## src/rtl/french_move_driver.sv

```systemverilog
// rtl/french_move_driver.sv - frame-divided movement tick generator with LFSR direction code
// Counts VGA frames in RUN and emits a one-cycle timer_done with a fresh random direction.
module french_move_driver #(
  parameter logic [15:0] LFSR_SEED = 16'hACE1,
  parameter int unsigned DIV_L0    = 8,
  parameter int unsigned DIV_L1    = 6,
  parameter int unsigned DIV_L2    = 4,
  parameter int unsigned DIV_L3    = 2
) (
  input  logic        CLK,
  input  logic        RESET,
  input  logic        startOfFrame,
  input  logic        enable,
  input  logic        freeze,
  input  logic [1:0]  speed_level,
  input  logic        seed_load,
  input  logic [15:0] seed,
  output logic        timer_done,
  output logic [3:0]  random,
  output logic [7:0]  tick_count,
  output logic [1:0]  state
);

  typedef enum logic [1:0] {IDLE = 2'd0, RUN = 2'd1, FREEZE = 2'd2} state_t;

  state_t      st;
  logic [7:0]  frame_cnt;
  logic [7:0]  div_active;
  logic [7:0]  div_sel;
  logic [15:0] lfsr;
  logic [15:0] lfsr_next;
  logic        frame_ok;
  logic        tick;

  always_comb begin
    div_sel = 8'(DIV_L0);
    case (speed_level)
      2'd0: div_sel = 8'(DIV_L0);
      2'd1: div_sel = 8'(DIV_L1);
      2'd2: div_sel = 8'(DIV_L2);
      2'd3: div_sel = 8'(DIV_L3);
      default: div_sel = 8'(DIV_L0);
    endcase
  end

  assign lfsr_next = {lfsr[14:0], lfsr[15] ^ lfsr[13] ^ lfsr[12] ^ lfsr[10]};

  // A frame right behind a tick is dropped so timer_done can never stay high two cycles.
  assign frame_ok = (st == RUN) && enable && !freeze && startOfFrame && !timer_done;
  assign tick     = frame_ok && (frame_cnt == div_active - 8'd1);
  assign state    = st;

  always_ff @(posedge CLK or posedge RESET) begin
    if (RESET) begin
      st         <= IDLE;
      frame_cnt  <= 8'd0;
      div_active <= 8'(DIV_L0);
      lfsr       <= LFSR_SEED;
      random     <= 4'd0;
      tick_count <= 8'd0;
      timer_done <= 1'b0;
    end else begin
      timer_done <= 1'b0;
      if (!enable) begin
        st        <= IDLE;
        frame_cnt <= 8'd0;
      end else begin
        case (st)
          IDLE: begin
            st         <= RUN;
            div_active <= div_sel;
          end
          RUN: begin
            if (freeze) begin
              st <= FREEZE;
            end else if (tick) begin
              frame_cnt  <= 8'd0;
              timer_done <= 1'b1;
              tick_count <= tick_count + 8'd1;
              div_active <= div_sel;
              if (!seed_load)
                random <= lfsr_next[3:0];
            end else if (frame_ok) begin
              frame_cnt <= frame_cnt + 8'd1;
            end
          end
          FREEZE: begin
            if (!freeze)
              st <= RUN;
          end
          default: st <= IDLE;
        endcase
      end

      // A seed load overrides the step of a coincident tick.
      if (seed_load)
        lfsr <= (seed == 16'd0) ? LFSR_SEED : seed;
      else if (tick)
        lfsr <= lfsr_next;
    end
  end

endmodule

```

## config.mk

```make
export PLATFORM = sky130hd
export DESIGN_NAME = french_move_driver
export DESIGN_NICKNAME = d
export VERILOG_FILES = /design/src/rtl/french_move_driver.sv
export SDC_FILE = /design/constraint.sdc
export NUM_CORES = 1
export LEC_CHECK = 0
export BUFFER_PORTS_ARGS = -buffer_cell sky130_fd_sc_hd__clkbuf_2
export CORE_MARGIN = 2
export CORE_UTILIZATION = 57
export DETAILED_ROUTE_END_ITERATION = 8
export HOLD_SLACK_MARGIN = 0.1
export PLACE_DENSITY_LB_ADDON = 0.12
export REMOVE_ABC_BUFFERS = 1
export SETUP_SLACK_MARGIN = 0.5
export SYNTH_ARGS = -nofsm -noshare
export SYNTH_HDL_FRONTEND = slang
export SYNTH_SLANG_ARGS = --single-unit
```

## constraint.sdc

```tcl
create_clock -name CLK -period 2.76 [get_ports CLK]
set_input_delay 0.276 -clock CLK [delete_from_list [all_inputs] [get_ports CLK]]
set_output_delay 0.276 -clock CLK [all_outputs]
set_load 0.01 [all_outputs]
```

==> metrics.cfg <==
[logic_synthesis]
synth.distinct_cells=48
synth_edf_count=0
synth_async_sr_flop_share_pct=100
synth_area_per_cell_um2=9.78
ys_ff_latch=42
ys_warn_count=0
synth_area_mm2=0.00258
ys.flop_type=dfrtp_1
postSynthCellCount=264
seq_area_frac_synth_pct=41.2

[global_route]
gr-usage-met2_pct=40.8
met3_usage_pct=3.52
busiest_layer=met2
antenna_found_initial=0
grt_first_pass_wirelength_mm=10.6
grt_overflow_total=0
grt_max_degree=18
grt_pass1_vias=2244
grt_util_all_layers_pct=25.9
met1_usage_pct=36.9

[final_layout]
layout_commonest_cell=clkbuf_2
finalNetCount=346
final_cells=368
syn2layout_area_growth_pct=22.5
diodes=0
drive_gt1_share_pct=35.8
final_cell_mix=clkbuf_2 (38), dfrtp_1 (33), buf_4 (24)

[clocking]
clockRootBuffer=clkbuf_8
clockBufferDepth=2
clkTransAtPathRegs_ns=0.08
clock_latency_ns=0.30
numCtsBuffers=5
cts_tree=built
clock_tree.htree_level_count=2
clock-sinks=42

[die]
core_area_mm2=0.00435
die-area_mm2=0.00508
ios=39
rows=24
die_w_um=71.3
start_util_pct=59.3
fp.dieH_um=71.3

[placement]
place_congestion=0.833
dp_hpwl_mm=4.33
dp_slack_ns=0.136
place_inst=349
portBuffers=38

[setup_path]
crit_path_end_kind=register
setup.worst_path.class=reg2reg
reg2reg_slack_ns=0.43
arrival_ns=2.52
start_kind=register
critPathRequiredTime_ns=2.95
cp_max_fo=4

[flow_run]
cap_violations=0

[routing]
ant_nets=0
drcViolationCount=0
vias_per_cell=6.33
wl_per_cell_um=16.9
first_pass_iters=4
drt_iter0_markers=131
dr_total_vias=2331
wirelength_mm=6.23

[power_and_ir_drop]
vdd_drop_max_mv=0.342
pwr_density_cell_mw_per_mm2=516
leakagePower_nw=1.37
finalPower_mw=1.63

[sta]
relSlewSlack_pct=62.1
hold_viol_final=0
fmax_mhz=429
setup_tns_ns=0
fin_hold_ws_ns=0.213
setup_viol=0
finalCritPeriodShare_pct=84.5
slew_violations=0
timing.final.ws_setup_ns=0.427
finClkSkew_ns=0.00674
worst_pin_slew_ns=0.566
min_period_ns=2.33
rsz0062_at_grt=true

[run_status]
outcome=completed

[min_path]
hp-class=in2reg

## layer usage
metal	wire length [um]	vias up
li1	-	1107
met1	2780	1121
met2	2960	92
met3	408	11
met4	82	0
met5	0	-
## critical path: stages (launching register included)
cell	delay [ns]
dfstp_2	0.55
inv_2	0.04
ha_4	0.23
xnor2_2	0.14
or4_4	0.54
nor4_4	0.24
buf_4	0.19
mux2_4	0.30
## power breakdown
group	total (mW)	leakage (nW)	internal [mW]	switching, mW
sequential	0.712	0.530	0.674	0.0387
combinational	0.510	0.796	0.225	0.284
clock	0.410	0.0482	0.202	0.208
total	1.63	1.37	1.10	0.531
## logic make-up (layout without fill, tap and decap cells)
logic type,count (synthesis),in the layout,share of synthesized area (%)
AND/OR/NAND/NOR,97,97,23.1
adder cells (fa/ha/maj),7,7,3.39
buffers and inverters,34,86,5.82
XOR/XNOR,17,17,5.77
multiplexers,5,5,2.18
flip-flops,42,42,41.2
AO/OA/AOI/OAI,62,62,18.6
## Yosys cell counts (all sizes together) (5+ instances only)
master  count  area [um^2]
dfrtp      33          826
nor2       22         82.6
nand4      18          113
clkbuf     14         52.6
inv        13         48.8
nor4       13          130
o31ai      12         95.1
a31oi      11         68.8
dfstp       9          236
nand3       9         45.0
xnor2       9         78.8
nand2       8         30.0
xor2        8         70.1
ha          7         87.6
nand2b      7         43.8
buf         6         45.0
a21oi       5         25.0
a221oi      5         43.8
and3        5         31.3
mux2        5         56.3
## per-stage QoR
step	util [%]	area (um^2)
final	72.6	3160
after global routing	72.6	3160
after CTS	70.6	3070
after detailed placement	65.9	2870
after global placement	65.9	2870
after floorplan	-	2480
## flip-flops by register name, summed over array words and instances, names as in the netlist
name	count
tick_count	8
lfsr	16
timer_done	1
div_active	3
state	2
random	4
frame_cnt	8
## area by class of cell
type	count	area, um^2
multi-input cells	188	1490
clock inverters	1	5.00
flip-flops and latches	42	1060
inverters	14	52.6
well taps	52	65.1
clock buffers	7	86.3
repair buffers	64	400
fillers	351	1190
## what timing repair did
action	in CTS	in global routing
hold buffers	1	0
gates resized for setup	11	12
endpoints found under the setup margin	30	35
gates cloned	0	0
hold endpoints to repair	7	0
pin swaps	3	4
buffers inserted	7	3
## worst paths after layout
kind,start,to,cells past startpoint
worst min-delay path,seed[13],lfsr[13],3
worst max-delay path,div_active[3],random[1],7
worst max register to register,div_active[3],random[1],7
worst min register to register,tick_count[7],tick_count[7],1
min in group asynchronous,RESET,lfsr[4],3
max in group asynchronous,RESET,lfsr[15],4
No activity file was read; power rests on OpenSTA's default activity.
